==> config.mk <==
export PLATFORM = sky130hd
export DESIGN_NAME = axis_ref_tracker
export DESIGN_NICKNAME = d
export VERILOG_FILES = /design/src/rtl/axis_pkg.sv /design/src/rtl/ref_filter.sv /design/src/rtl/axis_ref_tracker.sv
export SDC_FILE = /design/constraint.sdc
export NUM_CORES = 1
export LEC_CHECK = 0
export BUFFER_PORTS_ARGS = -buffer_cell sky130_fd_sc_hd__buf_2
export CAP_MARGIN = 20
export CORE_ASPECT_RATIO = 0.6
export CORE_MARGIN = 4
export CORE_UTILIZATION = 25
export CTS_CLUSTER_SIZE = 25
export DETAILED_ROUTE_END_ITERATION = 8
export GPL_TIMING_DRIVEN = 0
export PLACE_DENSITY = 0.55
export SLEW_MARGIN = 10
export SYNTH_ARGS = -nofsm -noshare
export SYNTH_HDL_FRONTEND = slang
export SYNTH_HIERARCHICAL = 1
export SYNTH_SLANG_ARGS = --single-unit
==> constraint.sdc <==
create_clock -name Clk -period 3.3 [get_ports Clk]
set_input_delay 0.495 -clock Clk [delete_from_list [all_inputs] [get_ports Clk]]
set_output_delay 0.495 -clock Clk [all_outputs]
set_load 0.01 [all_outputs]
==> src/rtl/axis_pkg.sv <==
// Shared definitions for the reference tracker: tracker FSM state encoding
// and the default values of the tracker parameters.
// Ports: none (package only).
package axis_pkg;

  localparam int POS_W_DEF    = 16;
  localparam int FILT_LEN_DEF = 4;
  localparam int REF_POL_DEF  = 0;

  typedef enum logic [1:0] {
    ST_IDLE = 2'd0,
    ST_SEEK = 2'd1,
    ST_DONE = 2'd2
  } trk_state_t;

endpackage

==> src/rtl/ref_filter.sv <==
// Purpose: synchronise the raw Ref sensor, debounce it and flag active edges.
// Latency: RefEdge is high after the (FILT_LEN+2)th Clk edge of a stable new level.
// Backpressure: none; the sensor is sampled every cycle.
// Ports: Clk, RefDoneClr (async, active-high), Ref (raw sensor),
//        RefEdge (one-cycle pulse per filtered active edge).
module ref_filter #(
  parameter int FILT_LEN = 4,
  parameter int REF_POL  = 0
) (
  input  logic Clk,
  input  logic RefDoneClr,
  input  logic Ref,
  output logic RefEdge
);

  // Idle level is opposite the active edge target, so reset never looks
  // like an edge when the sensor is parked at rest.
  localparam logic IDLE_LVL = (REF_POL == 0) ? 1'b1 : 1'b0;
  localparam logic ACT_LVL  = ~IDLE_LVL;
  localparam logic [7:0] CNT_LAST = 8'(FILT_LEN - 1);

  logic       sync1_q, sync2_q;
  logic       lvl_q, lvl_d;
  logic       edge_q, edge_d;
  logic [7:0] cnt_q, cnt_d;

  // cnt_q counts consecutive samples disagreeing with the filtered level;
  // the level flips on the FILT_LEN-th one.
  always_comb begin
    lvl_d  = lvl_q;
    cnt_d  = cnt_q;
    edge_d = 1'b0;
    if (sync2_q == lvl_q) begin
      cnt_d = 8'd0;
    end else if (cnt_q == CNT_LAST) begin
      lvl_d  = sync2_q;
      cnt_d  = 8'd0;
      edge_d = (sync2_q == ACT_LVL);
    end else begin
      cnt_d = cnt_q + 8'd1;
    end
  end

  always_ff @(posedge Clk or posedge RefDoneClr) begin
    if (RefDoneClr) begin
      sync1_q <= IDLE_LVL;
      sync2_q <= IDLE_LVL;
      lvl_q   <= IDLE_LVL;
      cnt_q   <= 8'd0;
      edge_q  <= 1'b0;
    end else begin
      sync1_q <= Ref;
      sync2_q <= sync1_q;
      lvl_q   <= lvl_d;
      cnt_q   <= cnt_d;
      edge_q  <= edge_d;
    end
  end

  assign RefEdge = edge_q;

endmodule

==> src/rtl/axis_ref_tracker.sv <==
// Purpose: axis position counter with reference (homing) search FSM.
// Latency: counter updates 1 cycle after Pls/PlsClr; DONE/load 1 cycle after RefEdge.
// Backpressure: none; every Pls strobe is accepted unless overridden.
// Ports: Clk, RefDoneClr (async, active-high), Ref, RefEn, RefPos, Pls, DirCmd,
//        PlsClr in; PosCnt, RefCapt, RefDone, Seeking, RefEdge out.
module axis_ref_tracker
  import axis_pkg::*;
#(
  parameter int POS_W    = POS_W_DEF,
  parameter int FILT_LEN = FILT_LEN_DEF,
  parameter int REF_POL  = REF_POL_DEF
) (
  input  logic             Clk,
  input  logic             RefDoneClr,
  input  logic             Ref,
  input  logic             RefEn,
  input  logic [POS_W-1:0] RefPos,
  input  logic             Pls,
  input  logic             DirCmd,
  input  logic             PlsClr,
  output logic [POS_W-1:0] PosCnt,
  output logic [POS_W-1:0] RefCapt,
  output logic             RefDone,
  output logic             Seeking,
  output logic             RefEdge
);

  trk_state_t       state_q;
  logic             seek_q, done_q;
  logic [POS_W-1:0] pos_q, pos_d;
  logic [POS_W-1:0] capt_q, capt_d;
  logic             ref_edge;
  logic             load;

  ref_filter #(
    .FILT_LEN (FILT_LEN),
    .REF_POL  (REF_POL)
  ) u_ref_filter (
    .Clk        (Clk),
    .RefDoneClr (RefDoneClr),
    .Ref        (Ref),
    .RefEdge    (ref_edge)
  );

  // Edges seen outside SEEK are reported but never load the counter.
  assign load = (state_q == ST_SEEK) && ref_edge;

  always_comb begin
    pos_d  = pos_q;
    capt_d = capt_q;
    if (load) begin
      capt_d = pos_q;
      pos_d  = RefPos;
    end else if (PlsClr) begin
      pos_d = '0;
    end else if (Pls) begin
      pos_d = DirCmd ? pos_q + POS_W'(1) : pos_q - POS_W'(1);
    end
  end

  always_ff @(posedge Clk or posedge RefDoneClr) begin
    if (RefDoneClr) begin
      pos_q  <= '0;
      capt_q <= '0;
    end else begin
      pos_q  <= pos_d;
      capt_q <= capt_d;
    end
  end

  // Seeking/RefDone are registered alongside the state so they track it exactly.
  always_ff @(posedge Clk or posedge RefDoneClr) begin
    if (RefDoneClr) begin
      state_q <= ST_IDLE;
      seek_q  <= 1'b0;
      done_q  <= 1'b0;
    end else begin
      case (state_q)
        ST_IDLE: begin
          if (RefEn) begin
            state_q <= ST_SEEK;
            seek_q  <= 1'b1;
          end
        end
        ST_SEEK: begin
          // An edge arriving with RefEn dropping still completes the search.
          if (ref_edge) begin
            state_q <= ST_DONE;
            seek_q  <= 1'b0;
            done_q  <= 1'b1;
          end else if (!RefEn) begin
            state_q <= ST_IDLE;
            seek_q  <= 1'b0;
          end
        end
        ST_DONE: begin
          state_q <= ST_DONE;
        end
        default: begin
          state_q <= ST_IDLE;
          seek_q  <= 1'b0;
          done_q  <= 1'b0;
        end
      endcase
    end
  end

  assign PosCnt  = pos_q;
  assign RefCapt = capt_q;
  assign RefDone = done_q;
  assign Seeking = seek_q;
  assign RefEdge = ref_edge;

endmodule

== After elaboration in Yosys (flattened, before gate mapping) ==
Cells that the tools add are included.
Storage, ports and cells
  register bits: 48
  bits of input ports: 23
  output and inout port bits: 35
  logic and storage cells: 50
Cells by class
  $add $sub $neg: 3
  equality and inequality tests: 7
  multiplexer cells: 18
  bitwise operators: 4
  reduce and logical (&&, ||, !) cells: 8
Operators by type and width (number)
  2-to-1 mux 16 bit: 4
  adder 16 x 1 -> 16 bit (second input constant): 1
  2-to-1 mux 8 bit: 2
  subtractor 16 x 1 -> 16 bit (second input constant): 1
  adder 8 x 1 -> 8 bit (second input constant): 1
  equality test 8 x 2 -> 1 bit (second input constant): 1
  2-to-1 mux 1 bit: 6
  2-to-1 mux 2 bit: 3
  one-hot mux 2 bit (3 select lines): 1
  AND reduction 2 bit: 3
  NOT 1 bit: 4
  != test 3 x 2 -> 1 bit (second input constant): 1
  one-hot mux 1 bit (3 select lines): 1
  AND reduction 3 bit: 1
  nonzero test 3 bit: 1
  equality test 2 x 1 -> 1 bit (second input constant): 1
  equality test 2 bit (second input constant): 1
  logical NOT 2 bit: 1
  != test 2 x 1 -> 1 bit (second input constant): 1
  != test 2 bit (second input constant): 1
  one-hot mux 1 bit (2 select lines): 1
  OR reduction 2 bit: 1
  equality test 1 bit: 1
  logical AND 1 bit: 1

== Longest topological paths before layout ==
Gate-level depths: netlist of the first run.
  depth after elaboration: 5
  depth in mapped cells: 8
  mapped depth without buffers: 8

== Hierarchy ==
Netlist of the first run, hierarchy kept.
By module, submodules not included
  axis_ref_tracker: times used 1, cells an instance 245, area each 2194.6 um2, seq. area each 900.9 um2
  ref_filter: times used 1, cells an instance 46, area each 516.7 um2, seq. area each 304.0 um2

== Worst setup path before layout of the first run ==
Ideal clock, no wire load.
  kind: input to register
  start: input DirCmd
  end: register pos_q[14] (netlist: PosCnt[14])
  setup time: 66 ps
  arrival: 2327 ps
  path slack: 907 ps
  cell stages on the path: 8
  path buffers: 0
  cells stage by stage: inv_1 -> ha_1 -> and3_1 -> a221o_1 -> a21oi_2 -> o21ai_1 -> mux2_1 -> nand2_1
Between the ends
  word-level cells in the longest chain between the ends: 4
RTL lines
  from (decl): RTL line axis_ref_tracker.sv:19  | input logic DirCmd,
  2-to-1 mux 16 bit: RTL line axis_ref_tracker.sv:57  | pos_d = DirCmd ? pos_q + POS_W'(1) : pos_q - POS_W'(1);
  2-to-1 mux 16 bit: RTL line axis_ref_tracker.sv:56  | end else if (Pls) begin
  2-to-1 mux 16 bit: RTL line axis_ref_tracker.sv:54  | end else if (PlsClr) begin
  2-to-1 mux 16 bit: RTL line axis_ref_tracker.sv:51  | if (load) begin
  to (signal assigned): RTL line axis_ref_tracker.sv:66  | pos_q <= pos_d;
  to (decl): RTL line axis_ref_tracker.sv:30  | logic [POS_W-1:0] pos_q, pos_d;
No other way between the ends. The select of a mux whose other input is x is not followed.
A chain may end at the register's enable or synchronous reset.

== Worst setup path after layout of the first run ==
Ends and elaborated chain as after synthesis.

==> results of run 1 <==
## per-layer routing
metal  vias to the layer above  routed length [µm]
met5                         -                   0
met4                         0                  70
met3                         6                 623
met2                        74                2830
met1                      1087                4050
li1                       1162                   -
## layout make-up
class	instances	area, µm²	area share (%)
buffer	8	32.5	0.971
clock inverter	2	35.0	1.05
inverter	7	26.3	0.784
multi-input combinational	228	1450	43.2
timing repair buffer	57	300	8.97
tap	139	174	5.19
sequential	48	1200	36.0
clock buffer	6	129	3.85
## cells in the final DEF (no fill, tap or decap), types with 3 or more instances in the layout
cell        n
dfrtp_1    45
mux2i_1     9
o21ai_0    20
ha_1       15
o211ai_1    4
dfstp_2     3
o21ai_1     3
inv_1       6
nand2_1    73
buf_2      58
xnor2_1    12
or3_1       3
and3_1      3
nand4_1     3
nor2_1      8
xor2_1      5
o31ai_1     4
clkbuf_1    6
nand2b_1    3
a21o_1      5
clkbuf_16   5
nand3_1     7
a21oi_1    18
a211oi_1    3
## metrics by stage
step           worst slack (ns)  utilization [%]  cells
2_1_floorplan             0.907                -    291
3_3_place_gp              0.388             30.0    486
3_5_place_dp              0.414             30.2    487
4_1_cts                   0.712             31.7    495
5_1_grt                   0.488             31.7    495
6_report                  0.685             31.7    495
## worst max-delay path, delay by kind of cell
kind	cells	cell delay (ns)
AO/OA/AOI/OAI	3	0.70
buffers and inverters	2	0.60
adder cells (fa/ha/maj)	1	0.41
multiplexers	1	0.33
AND/OR/NAND/NOR	2	0.29
## flip-flops by register name, summed over array words and instances, names as in the netlist
signal / count
state_q: 2
u_ref_filter/RefEdge: 1
u_ref_filter/sync2_q: 1
RefDone: 1
u_ref_filter/lvl_q: 1
RefCapt: 16
PosCnt: 16
u_ref_filter/cnt_q: 8
u_ref_filter/sync1_q: 1
Seeking: 1
## cell families after synthesis
| kind of cell | Yosys count |
|---|---|
| simple gates | 111 |
| compound gates | 73 |
| flops | 48 |
| xor+xnor | 17 |
| fa+ha+maj | 16 |
| buf+inv | 15 |
| mux | 11 |
## path summary, 6_finish.rpt
| path | end | start | slack [ns] |
|---|---|---|---|
| max | PosCnt[14]$_DFFE_PP0P_ | DirCmd | 0.69 |
| min | RefCapt[3]$_DFFE_PP0P_ | RefDoneClr | 0.05 |
| max reg2reg | PosCnt[14]$_DFFE_PP0P_ | PosCnt[0]$_DFFE_PP0P_ | 0.97 |
| min reg2reg | u_ref_filter/sync2_q$_DFF_PP1_ | u_ref_filter/sync1_q$_DFF_PP1_ | 0.36 |
| max in group asynchronous | u_ref_filter/lvl_q$_DFFE_PP1P_ | RefDoneClr | 2.74 |
| min in group Clk | u_ref_filter/sync1_q$_DFF_PP1_ | Ref | 0.30 |
## power by group through the flow
stage / Sequential (mW) / Clock (mW) / Combinational, mW
global placement: 0.825 / 0 / 0.698
floorplan: 0.842 / 0 / 0.454
CTS: 0.821 / 0.598 / 0.714
finish: 0.818 / 0.577 / 0.711
global route: 0.837 / 0.630 / 0.802
detailed placement: 0.831 / 0 / 0.709
==> results.ini, run 1 <==
[worst_setup_path]
cp_cell_sequence = buf_2 > inv_1 > ha_1 > and3_1 > a221o_1 > a21oi_2 > o21ai_1 > mux2_1 > nand2_1
crit_fanout = 17
worstPathArrival_ns = 2.85
slowest_stage = inv_1
crit_type = in -> reg
end_kind = flop
reg2reg_depth = 7
startpoint_type = input port
max_stage_delay_ns = 0.48
cp.required_ns = 3.53

[clocking]
hold_buffers = 0
cts_setup_buffers = 0
htreeDepth = 2
clk_path_buf_depth = 2
clock_sinks = 48
clk_pin_slew_ns = 0.07
cts_tree = yes
post_cts_resized = 0
worstSkewPairLatency_ns = 0.29
cts_buffers = 5
cts-root-buf = clkbuf_16

[timing]
hold_viol = 0
finalSetupTns_ns = 0
period_share_pct = 79.2
relSlewSlack_pct = 56.1
fmax_ghz = 0.382
grt_setup_unrepaired = false
tightest_slew_ns = 0.658
whs_ns = 0.0524
min_period_ns = 2.61
setup_viol = 0
skew_ns = 0.00819
drv_slew = 0

[logic_synthesis]
synth_edf_count = 0
synth-async-reset-ratio_pct = 100
synth_nets = 330
synthAdderAreaFrac_pct = 7.66
synth.top_cells.by_count = 73 x nand2_1, 45 x dfrtp_1, 20 x o21ai_0
ys_warn_count = 6
yosysMostFrequentCell = nand2_1
synthCells = 291
synth_area_mm2 = 0.00271
muxShareOfSynthArea_pct = 4.29
synth_top_family_by_area = simple AND/OR/NAND/NOR gates
seq_area_frac_synth_pct = 44.4
ys_top_cells_by_area = dfrtp_1 42%, nand2_1 10%, ha_1 6.9%
synth_compound_gate_area_share_pct = 17.1
synth_flop_cell = dfrtp_1
synth-simple-area-share_pct = 18.8
ys_seq_elements = 48
synth_xor_area_share_pct = 5.49
ys_types = 50
synth.top_cell.area_share_pct = 41.5
yosysTopAreaCell = dfrtp_1
synth.avg_cell_area_um2 = 9.32

[floorplan]
rows = 29
initial_utilization_pct = 25.7
io_pins = 58
die_w_um = 142
die_h_um = 88.7
die-area_mm2 = 0.0126
coreArea_mm2 = 0.0106

[final_layout]
postLayoutCellArea_mm2 = 0.00335
nets = 394
area_growth_pct = 23.5
antenna_cells = 0
drive_gt1_share_pct = 22.2
fill_cells = 1135

[place]
dpl.hpwl_mm = 5.82
dpl_cell_area_mm2 = 0.00319
io_buffer_count = 56
routabilityCongestion = 0.850

[route]
vias = 2329
wl_mm = 7.57
drt-pass1-iter-count = 4
remaining_drc_errors = 0
wl_per_cell_um = 15.3
viasPerCell = 4.71
drtAntennaViolNets = 0
drt_iter0_drc = 201

[global_routing]
grt_pass1_vias = 2207
met1_usage_pct = 20.0
grt.busiest_layer = met1
use_met2_pct = 16.2
grt_first_pass_wirelength_mm = 12.2
antenna_found_initial = 0
gr-total-overflow = 0
met3_usage_pct = 3.83
grt_use_total_pct = 12.6
grt_max_degree = 36

[hold_path]
hold_path.class = in -> async

[job]
cap_violations = 0

[power_and_ir_drop]
power_mw = 2.11
power.density_mw_per_mm2 = 629
intPower_mw = 1.38
max-vdd-ir-drop_uv = 282
leakage_nw = 1.67
power.switching_mw = 0.731
clkPwrFrac_pct = 27.4
combPwrFrac_pct = 33.7
swShare_pct = 34.7
seqPwrFrac_pct = 38.8

[outcome]
outcome = completed

Power figures use the tool's default switching activity.
==> run 2: changes to the inputs <==
--- a/config.mk
+++ b/config.mk
@@ -5,6 +5,7 @@
 export SDC_FILE = /design/constraint.sdc
 export NUM_CORES = 1
 export LEC_CHECK = 0
+export ABC_AREA = 1
 export BUFFER_PORTS_ARGS = -buffer_cell sky130_fd_sc_hd__buf_2
 export CAP_MARGIN = 20
 export CORE_ASPECT_RATIO = 0.6
@@ -13,7 +14,7 @@
 export CTS_CLUSTER_SIZE = 25
 export DETAILED_ROUTE_END_ITERATION = 8
 export GPL_TIMING_DRIVEN = 0
-export PLACE_DENSITY = 0.55
+export PLACE_DENSITY = 0.54
 export SLEW_MARGIN = 10
 export SYNTH_ARGS = -nofsm -noshare
 export SYNTH_HDL_FRONTEND = slang
==> constraint.sdc (replaced) <==
create_clock -name Clk -period 2.43 [get_ports Clk]
set_input_delay 0.3645 -clock Clk [delete_from_list [all_inputs] [get_ports Clk]]
set_output_delay 0.3645 -clock Clk [all_outputs]
set_load 0.01 [all_outputs]
==> run 2 against run 1 <==
Critical endpoint is now PosCnt[7]$_DFFE_PP0P_. Sequential cell count is the same. Final area grew 14%. Final cell count up 36%. Sequential share of layout area decreased by 4.3 points. Clock skew decreased by 0.0011 ns. Critical path type unchanged. Critical path depth increased by 3. Largest cell class unchanged. Utilization fell by 0.25 points. Area after synthesis is 14% higher. Via count grew 24%. Wire length up 17%. First-iteration DRC count decreased by 33%.
==> results.ini, run 2 <==
[clocking]
clk_path_buf_depth = 2
clock_sinks = 48
cts_setup_buffers = 0
worstSkewPairLatency_ns = 0.30
clk_pin_slew_ns = 0.07
cts_tree = yes
hold_buffers = 0
cts-root-buf = clkbuf_16
post_cts_resized = 0
htreeDepth = 2
cts_buffers = 5

[timing]
finalSetupTns_ns = 0
min_period_ns = 2.10
tightest_slew_ns = 0.627
fin_ws_ns = 0.326
grt_setup_unrepaired = false
period_share_pct = 86.6
fmax_ghz = 0.475
hold_viol = 0
setup_viol = 0
relSlewSlack_pct = 58.2
whs_ns = 0.0741
drv_slew = 0
skew_ns = 0.00713

[job]
cap_violations = 0

[worst_setup_path]
reg2reg_from = PosCnt[0]$_DFFE_PP0P_
critPathLaunch = DirCmd
cp.required_ns = 2.62
reg2reg_to = PosCnt[6]$_DFFE_PP0P_
crit_type = in -> reg
reg2reg_depth = 8
end_kind = flop
startpoint_type = input port
reg2reg_slack_ns = 0.56
crit_fanout = 15
worstPathArrival_ns = 2.29

[hold_path]
hold_path.class = in -> async

[logic_synthesis]
synth-simple-area-share_pct = 35.6
synth_xor_area_share_pct = 1.37
synth.top_cells.by_count = 183 x nand2_1, 61 x inv_1, 45 x dfrtp_1
synth_flop_cell = dfrtp_1
synth.avg_cell_area_um2 = 7.05
ys_types = 36
synth_edf_count = 0
yosysTopAreaCell = dfrtp_1
synth_area_mm2 = 0.00310
ys_warn_count = 6
yosysMostFrequentCell = nand2_1
synthCells = 440
synth_top_family_by_area = simple AND/OR/NAND/NOR gates
synth-async-reset-ratio_pct = 100
seq_area_frac_synth_pct = 38.8
synth.top_cell.area_share_pct = 36.3
synth_nets = 479
ys_top_cells_by_area = dfrtp_1 36%, nand2_1 22%, inv_1 7.4%
synthAdderAreaFrac_pct = 6.69
muxShareOfSynthArea_pct = 0
ys_seq_elements = 48
synth_compound_gate_area_share_pct = 6.25

[floorplan]
coreArea_mm2 = 0.0121
rows = 31
initial_utilization_pct = 25.6
die_h_um = 94.3
die-area_mm2 = 0.0143
io_pins = 58
die_w_um = 152

[final_layout]
final_cell_mix = 183 x nand2_1, 60 x inv_1, 59 x buf_2, 45 x dfrtp_1, 35 x nor2_1
drive_gt1_share_pct = 19.6
area_growth_pct = 22.7
layout_commonest_cell = nand2_1
antenna_cells = 0
fin_util_pct = 31.5
nets = 544

[global_routing]
grt_first_pass_wirelength_mm = 14.4
grt_pass1_vias = 2739
antenna_found_initial = 0
gr-total-overflow = 0
grt_max_degree = 37
grt_use_total_pct = 12.8

[power_and_ir_drop]
power_mw = 3.35
leakage_nw = 2.17
power.density_mw_per_mm2 = 879
max-vdd-ir-drop_uv = 341

[route]
vias = 2884
drtAntennaViolNets = 0
drt-pass1-iter-count = 4
viasPerCell = 4.30
remaining_drc_errors = 0
wl_mm = 8.84
wl_per_cell_um = 13.2
drt_iter0_drc = 134

[place]
dpl.hpwl_mm = 7.04
place_ws_ns = 0.0520
routabilityCongestion = 0.857
io_buffer_count = 57

[outcome]
outcome = completed

-- run 2: changes by cell type after synthesis, moves of 6 or more --
cell,delta
nand3_1,+18
inv_1,+54
nor2_1,+27
nand2_1,+110
o21ai_0,-14
xnor2_1,-10
mux2i_1,-9
buf_6,+6
-- run 2: worst max-delay path, cell delays in order --
cell,delay (ns)
buf_2,0.11
inv_1,0.46
ha_1,0.39
nand2_1,0.11
inv_1,0.07
a21oi_1,0.14
nand2_1,0.18
or2_0,0.25
nand3_1,0.07
nand2_1,0.06
nand2_1,0.05
nand2_1,0.04
-- run 2: routing by layer --
| layer | part of all wire [%] | vias to the layer above | GRT usage [%] | routed length [µm] |
|---|---|---|---|---|
| met3 | 5.5 | 14 | 3.59 | 484 |
| met2 | 39 | 72 | 17.8 | 3440 |
| li1 | - | 1488 | - | - |
| met1 | 54 | 1310 | 19.3 | 4800 |
| met4 | 1.4 | 0 | 2.47 | 121 |
| met5 | 0 | - | 0 | 0 |
-- run 2: how the worst max path moves through the flow --
stage | to | slack [ns] | cells after the start
2_1_floorplan | PosCnt[5]$_DFFE_PP0P_ | 0.54 | 8
3_3_place_gp | PosCnt[7]$_DFFE_PP0P_ | 0.04 | 12
3_5_place_dp | PosCnt[7]$_DFFE_PP0P_ | 0.05 | 12
4_1_cts | PosCnt[7]$_DFFE_PP0P_ | 0.36 | 12
5_1_grt | PosCnt[7]$_DFFE_PP0P_ | 0.18 | 12
6_report | PosCnt[7]$_DFFE_PP0P_ | 0.33 | 12
-- run 2: area by class of cell --
class / instances / area [µm²]
Buffer: 9 / 97.6
Clock buffer: 5 / 125
Clock inverter: 3 / 68.8
Fill cell: 1338 / 8290
Inverter: 64 / 250
Multi-Input combinational cell: 319 / 1550
Sequential cell: 48 / 1200
Tap cell: 165 / 206
Timing Repair Buffer: 58 / 305
-- run 2: cells by family (layout without fill, tap and decap cells) --
family,after synthesis,count (layout)
DFF,48,48
and+or+nand+nor,267,267
xor gates and xnor gates,4,4
AOI/OAI and AO/OA,32,32
buffers and inverters,73,139
adders and majority gates,16,16
-- run 2: report_power, final --
part	switching, mW	internal [mW]	leakage, nW
Clock	0.333	0.594	0.0944
Sequential	0.186	0.988	0.625
Combinational	0.756	0.490	1.45
-- run 2: per-stage QoR --
step | std cells | area (µm²)
floorplan | 440 | 3100
global placement | 662 | 3590
detailed placement | 663 | 3610
CTS | 671 | 3810
global route | 671 | 3810
finish | 671 | 3810
